===== config.mk =====
export PLATFORM = sky130hd
export DESIGN_NAME = jt1943_prom_we
export DESIGN_NICKNAME = d
export VERILOG_FILES = /design/src/rtl/jt1943_prom_we.sv
export SDC_FILE = /design/constraint.sdc
export NUM_CORES = 1
export LEC_CHECK = 0
export ABC_CLOCK_PERIOD_IN_PS = 4600
export BUFFER_PORTS_ARGS = -buffer_cell sky130_fd_sc_hd__buf_2
export CAP_MARGIN = 25
export CORE_ASPECT_RATIO = 1.2
export CORE_MARGIN = 2
export CORE_UTILIZATION = 35
export CTS_BUF_LIST = sky130_fd_sc_hd__clkbuf_4 sky130_fd_sc_hd__clkbuf_8
export CTS_CLUSTER_SIZE = 8
export DETAILED_ROUTE_END_ITERATION = 7
export GPL_ROUTABILITY_DRIVEN = 1
export GPL_TIMING_DRIVEN = 0
export SKIP_LAST_GASP = 1
export SYNTH_ARGS = -nofsm -noshare
export SYNTH_HDL_FRONTEND = slang
export SYNTH_SLANG_ARGS = --single-unit

===== constraint.sdc =====
create_clock -name clk -period 4.6 [get_ports clk]
set_input_delay 0.23 -clock clk [delete_from_list [all_inputs] [get_ports clk]]
set_output_delay 0.23 -clock clk [all_outputs]
set_load 0.005 [all_outputs]

===== src/rtl/jt1943_prom_we.sv =====
// rtl/jt1943_prom_we.sv - steers ioctl download bytes to the SDRAM prog port or on-chip PROMs
// Optional JT1943_PROM_CSUM_EN adds csum[15:0], a wrap-around sum of accepted bytes.
module jt1943_prom_we #(
  parameter logic [21:0] PROM_START = 22'h3_C000,
  parameter int          NPROM      = 12,
  parameter int          FIFO_DW    = 2
) (
  input  logic             clk,
  input  logic             rst,
  input  logic             downloading,
  input  logic [21:0]      ioctl_addr,
  input  logic [7:0]       ioctl_data,
  input  logic             ioctl_wr,
  input  logic             sdram_ack,
  output logic [21:0]      prog_addr,
  output logic [7:0]       prog_data,
  output logic [1:0]       prog_mask,
  output logic             prog_we,
  output logic [NPROM-1:0] prom_we,
  output logic [7:0]       prom_addr,
  output logic [7:0]       prom_data,
  output logic             done,
  output logic             overflow
`ifdef JT1943_PROM_CSUM_EN
  ,
  output logic [15:0]      csum
`endif
);

  localparam int PW = (FIFO_DW > 1) ? $clog2(FIFO_DW) : 1;
  localparam int CW = $clog2(FIFO_DW) + 1;
  localparam logic [22:0] PROM_END = {1'b0, PROM_START} + 23'(256 * NPROM);

  typedef enum logic [1:0] {ST_IDLE, ST_SDWR, ST_GAP} state_t;

  state_t            state_q;
  logic [29:0]       mem_q [FIFO_DW];
  logic [PW-1:0]     wr_ptr_q, wr_ptr_d, rd_ptr_q, rd_ptr_d;
  logic [CW-1:0]     cnt_q, cnt_d;
  logic [21:0]       prog_addr_q;
  logic [7:0]        prog_data_q;
  logic [1:0]        prog_mask_q;
  logic              prog_we_q;
  logic [NPROM-1:0]  prom_we_q;
  logic [7:0]        prom_addr_q, prom_data_q;
  logic              overflow_q, overflow_d;
  logic              armed_q, armed_d;
  logic              done_q, done_d;

  logic              empty, full, push, pop;
  logic [21:0]       h_addr, off;
  logic [7:0]        h_data;
  logic              in_sdram, in_prom;
  logic [NPROM-1:0]  prom_sel;

  function automatic logic [PW-1:0] ptr_inc(input logic [PW-1:0] p);
    return (p == PW'(FIFO_DW - 1)) ? '0 : p + 1'b1;
  endfunction

  assign empty    = (cnt_q == '0);
  assign full     = (cnt_q == CW'(FIFO_DW));
  assign {h_addr, h_data} = mem_q[rd_ptr_q];
  assign off      = h_addr - PROM_START;
  assign in_sdram = (h_addr < PROM_START);
  assign in_prom  = !in_sdram && ({1'b0, h_addr} < PROM_END);

  // PROM and out-of-range heads leave at once; an SDRAM head stays until acked
  assign pop  = ((state_q == ST_IDLE) && !empty && !in_sdram) ||
                ((state_q == ST_SDWR) && sdram_ack);
  assign push = ioctl_wr && downloading && (!full || pop);

  always_comb begin
    prom_sel = '0;
    for (int i = 0; i < NPROM; i++) prom_sel[i] = (off[21:8] == 14'(i));
  end

  always_comb begin
    wr_ptr_d   = push ? ptr_inc(wr_ptr_q) : wr_ptr_q;
    rd_ptr_d   = pop ? ptr_inc(rd_ptr_q) : rd_ptr_q;
    cnt_d      = cnt_q + CW'(push) - CW'(pop);
    overflow_d = overflow_q || (ioctl_wr && downloading && full && !pop);
    done_d     = armed_q && !downloading && empty && (state_q == ST_IDLE);
    armed_d    = downloading || (armed_q && !done_d);
  end

  always_ff @(posedge clk) begin
    if (push) mem_q[wr_ptr_q] <= {ioctl_addr, ioctl_data};
  end

  always_ff @(posedge clk or posedge rst) begin
    if (rst) begin
      wr_ptr_q   <= '0;
      rd_ptr_q   <= '0;
      cnt_q      <= '0;
      overflow_q <= 1'b0;
      armed_q    <= 1'b0;
      done_q     <= 1'b0;
    end else begin
      wr_ptr_q   <= wr_ptr_d;
      rd_ptr_q   <= rd_ptr_d;
      cnt_q      <= cnt_d;
      overflow_q <= overflow_d;
      armed_q    <= armed_d;
      done_q     <= done_d;
    end
  end

  always_ff @(posedge clk or posedge rst) begin
    if (rst) begin
      state_q     <= ST_IDLE;
      prog_addr_q <= '0;
      prog_data_q <= '0;
      prog_mask_q <= 2'b11;
      prog_we_q   <= 1'b0;
      prom_we_q   <= '0;
      prom_addr_q <= '0;
      prom_data_q <= '0;
    end else begin
      prom_we_q <= '0;
      case (state_q)
        ST_IDLE: begin
          if (!empty) begin
            if (in_sdram) begin
              prog_addr_q <= {1'b0, h_addr[21:1]};
              prog_data_q <= h_data;
              prog_mask_q <= h_addr[0] ? 2'b01 : 2'b10;
              prog_we_q   <= 1'b1;
              state_q     <= ST_SDWR;
            end else if (in_prom) begin
              prom_we_q   <= prom_sel;
              prom_addr_q <= off[7:0];
              prom_data_q <= h_data;
            end
          end
        end
        ST_SDWR: begin
          if (sdram_ack) begin
            prog_we_q   <= 1'b0;
            prog_mask_q <= 2'b11;
            state_q     <= ST_GAP;
          end
        end
        ST_GAP:  state_q <= ST_IDLE;
        default: state_q <= ST_IDLE;
      endcase
    end
  end

`ifdef JT1943_PROM_CSUM_EN
  logic        dl_q;
  logic [15:0] csum_q, csum_d;

  always_comb begin
    csum_d = csum_q;
    if (downloading && !dl_q) csum_d = '0;
    if (push) csum_d = csum_d + {8'd0, ioctl_data};
  end

  always_ff @(posedge clk or posedge rst) begin
    if (rst) begin
      dl_q   <= 1'b0;
      csum_q <= '0;
    end else begin
      dl_q   <= downloading;
      csum_q <= csum_d;
    end
  end

  assign csum = csum_q;
`endif

  assign prog_addr = prog_addr_q;
  assign prog_data = prog_data_q;
  assign prog_mask = prog_mask_q;
  assign prog_we   = prog_we_q;
  assign prom_we   = prom_we_q;
  assign prom_addr = prom_addr_q;
  assign prom_data = prom_data_q;
  assign done      = done_q;
  assign overflow  = overflow_q;

endmodule

==> metrics.md <==
| Metric | Value |
|---|---|
| Clock period minus worst slack | `2.874 ns` |
| Syn_area_per_cell | `16.30 um^2` |
| Crit-path max cell delay | `0.56 ns` |
| Port Buf Inserts | `96` |
| Part of the cycle the worst path needs | `62.48%` |
| Netlist cell types | `49` |
| CTS tree | `yes` |
| Slew margin rel. | `41.89%` |
| Num CTS Buffers | `17` |
| Min-Delay Path Class | `input port to async pin` |
| Register area share after synthesis | `71.48%` |
| Worst Skew | `0.009353 ns` |
| Gate Count Post-Synth | `303` |
| Final setup violating endpoints | `0` |
| Number of top-level pins | `98` |
| GP Congestion | `0.7641` |
| Layout area overhead | `29.46%` |
| CP arrival | `3.22 ns` |
| DP HPWL | `7.096 mm` |
| Setup WS pre-CTS | `1.685 ns` |
| Final Hold Vio Count | `6` |
| Row cnt | `47` |
| DRC viols | `0` |
| Data required, critical path | `4.94 ns` |
| Post-synth EDFFs | `60` |
| Worst-path cell chain | `or4_4, or3_4, a31oi_1, inv_1, ha_1, inv_1, ha_1, xnor2_1, xnor2_1` |
| Drt first pass iters | `4` |
| Initial core utilization | `35.74%` |
| Clk sink count | `129` |
| Clock Root Buffer | `clkbuf_8` |
| Die Wd | `112.5 um` |
| Slew @ Worst Pin | `0.8650 ns` |
| # diodes | `0` |
| Yosys warns | `0` |
| Most numerous cell in the Yosys netlist | `dfrtp_1` |
| Maximum level of the CTS H-tree | `4` |
| Synth Cell Area | `0.004940 mm^2` |
| RSZ-0062 raised after global routing | `no` |
| Max Cap Violations | `0` |
| CORE AREA | `0.01382 mm^2` |
| Die Ht | `134.1 um` |
| Setup Crit Path Kind | `register to register` |
| Main flop type after synthesis | `dfrtp_1` |
| First-iteration detailed-routing DRC count | `91` |
| Post-Route WL | `10.39 mm` |
| Fill cell count | `1264` |
| CP Buf/Inv Count | `2` |
| Clock Path Buffers | `2` |
| Initial antenna violation count | `0` |
| CP Capture Type | `register` |
| Post-synth top cells | `dfrtp_1, mux2_2, edfxtp_1, nor2_1, inv_1` |
| Power Dens Cells | `540.0 mW/mm^2` |
| Setup TNS | `0 ns` |
| Grt total ovfl | `0` |
| Clock Latency Late Sink | `0.42 ns` |
| Vias/cell | `4.836` |
| Hold_ws | `-0.003556 ns` |
| Post-CTS Setup Inserts | `0` |
| DIE AREA | `0.01508 mm^2` |
| Top cells by area, synth | `edfxtp_1, dfrtp_1, mux2_2, nor2_1, dfstp_2` |
| Violated checks | `hold timing` |
| CP max-delay cell | `or4_4` |
| Largest net degree at the start of global routing | `70` |
| R2R setup slack | `1.73 ns` |
| Multi-input logic area | `0.001308 mm^2` |
| Post-route ant nets | `0` |
| Via count | `3076` |
| Status | `finished with violations` |
| Share of flip-flops with an asynchronous set or reset | `53.49%` |
| CP top delay family | `simple AND/OR/NAND/NOR gates` |
| Largest fanout on the critical path | `5` |
| Vias in the first global route | `3234` |
| Register area | `0.003531 mm^2` |
| Clock transition at path regs | `0.08 ns` |
| Post-route setup slack | `1.726 ns` |
| Flops & latches, synth | `129` |
| Slew Limit Fails | `0` |
| WL/cell | `16.34 um` |
| Beginning of the worst register-to-register path | `mem_q[0][29]` |
| First-pass GRT wire length | `16.57 mm` |
| Syn_nets | `340` |
| VDD IR max | `235.5 uV` |
| F_max | `348.0 MHz` |
| Worst setup SP type | `register` |
| Leading area contributor after synthesis | `edfxtp_1` |
| Synth top area share | `36.47%` |
| Fraction of layout cells with a size suffix above 1 | `44.30%` |
| Final net count | `489` |
| Leakage | `2.803 nW` |
| Critical Path Start | `mem_q[0][29]` |
| Total GRT Usage | `14.35%` |
-- state kept, by name (all words and copies together) (netlist names) --
register and count:
prom_we 12, rd_ptr_q 1, overflow 1, prom_data 8, armed_q 1, prom_addr 8, mem_q 60, done 1
cnt_q 2, prog_data 8, prog_mask 2, prog_we 1, prog_addr 21, wr_ptr_q 1, state_q 2
-- area by class of cell --
class,instances,area share (%)
well taps,171,3.346
inverters,11,0.6848
flip-flops and latches,129,55.21
clock buffers,19,3.991
multi-input cells,153,20.45
repair buffers,130,12.99
plain buffers,10,1.174
clock inverters,13,2.152
-- power by group --
| part | switching (W) | internal (W) | leakage, nW |
|---|---|---|---|
| sequential | 0.000111 | 0.00149 | 1.45 |
| clock | 0.000442 | 0.000501 | 0.195 |
| combinational | 0.000465 | 0.000445 | 1.16 |
-- per-layer routing --
layer,global-route usage [%],part of all wire [%],vias up
li1,-,-,1423
met1,16.37,40,1531
met2,25.13,53,101
met3,4.067,5.3,21
met4,6.301,2.0,0
met5,0,0,-
-- cell families (layout without fill, tap and decap cells) --
kind of cell / after synthesis / count (layout) / share of synthesized area, %
flip-flops: 129 / 129 / 71.48
multiplexers: 63 / 63 / 14.31
AND/OR/NAND/NOR: 54 / 54 / 5.801
AO/OA/AOI/OAI: 30 / 30 / 4.940
buffers and inverters: 21 / 183 / 2.355
XOR/XNOR: 3 / 3 / 0.5320
adder cells (fa/ha/maj): 2 / 2 / 0.5065
other: 1 / 1 / 0.07591
-- repair_timing --
action | CTS | global route
hold endpoints to repair | 60 | 2
gates resized for setup | 0 | 0
hold buffers | 31 | 1
-- worst register-to-register path, cell delays in order, from the launching register on --
cell and delay, ns:
edfxtp_1 0.38, or4_4 0.56, or3_4 0.38, a31oi_1 0.55, inv_1 0.10, ha_1 0.29, inv_1 0.04, ha_1 0.18
xnor2_1 0.18, xnor2_1 0.15
-- worst paths after layout --
kind,cells past startpoint,to
worst max-delay path,9,cnt_q[1]
worst min-delay path,2,prom_we[9]
worst max register to register,9,cnt_q[1]
worst min register to register,1,overflow
max in group asynchronous,2,prog_addr[14]
min in group clk,2,overflow
-- cell usage in the layout, fill, tap and decap left out, types with 2 or more instances in the layout --
cell           synthesis  layout
clkinvlp_4             0       3
clkbuf_8               0      18
nor3_1                 2       2
bufinv_16              0       2
xnor2_1                3       3
dlygate4sd3_1          0      32
clkinv_2               0       4
buf_8                  2       4
dfstp_2                2       2
a31oi_1                2       2
a2bb2oi_1              2       2
and2_1                 4       4
buf_4                  2       2
nand4_1                3       3
o32ai_1                2       2
o2111ai_1              3       3
clkinv_4               0       3
mux2i_1                2       2
a21o_1                 2       2
ha_1                   2       2
inv_1                 11      10
clkbuf_1               4       4
mux2_2                61      61
nand2b_1               4       4
edfxtp_1              60      60
buf_2                  0      96
o22a_1                 3       3
nor3b_1                2       2
nor2_1                19      19
o21ai_0                5       5
dfrtp_1               67      67
nand2_1               10       9
-- metrics by stage --
stage          utilization, %  std cells  hold slack, ns  total power (W)  instance area [um^2]
2_1_floorplan               -        303          0.2998         0.002173                  4940
3_3_place_gp            40.77        570          0.4202         0.002482                  5634
3_5_place_dp            41.11        572          0.4212         0.002533                  5682
4_1_cts                 46.20        635        0.003809         0.003509                  6385
5_1_grt                 46.27        636         0.06696         0.003672                  6395
6_report                46.27        636       -0.003556         0.003453                  6395
Note: power is estimated with default switching activity, not from simulation.
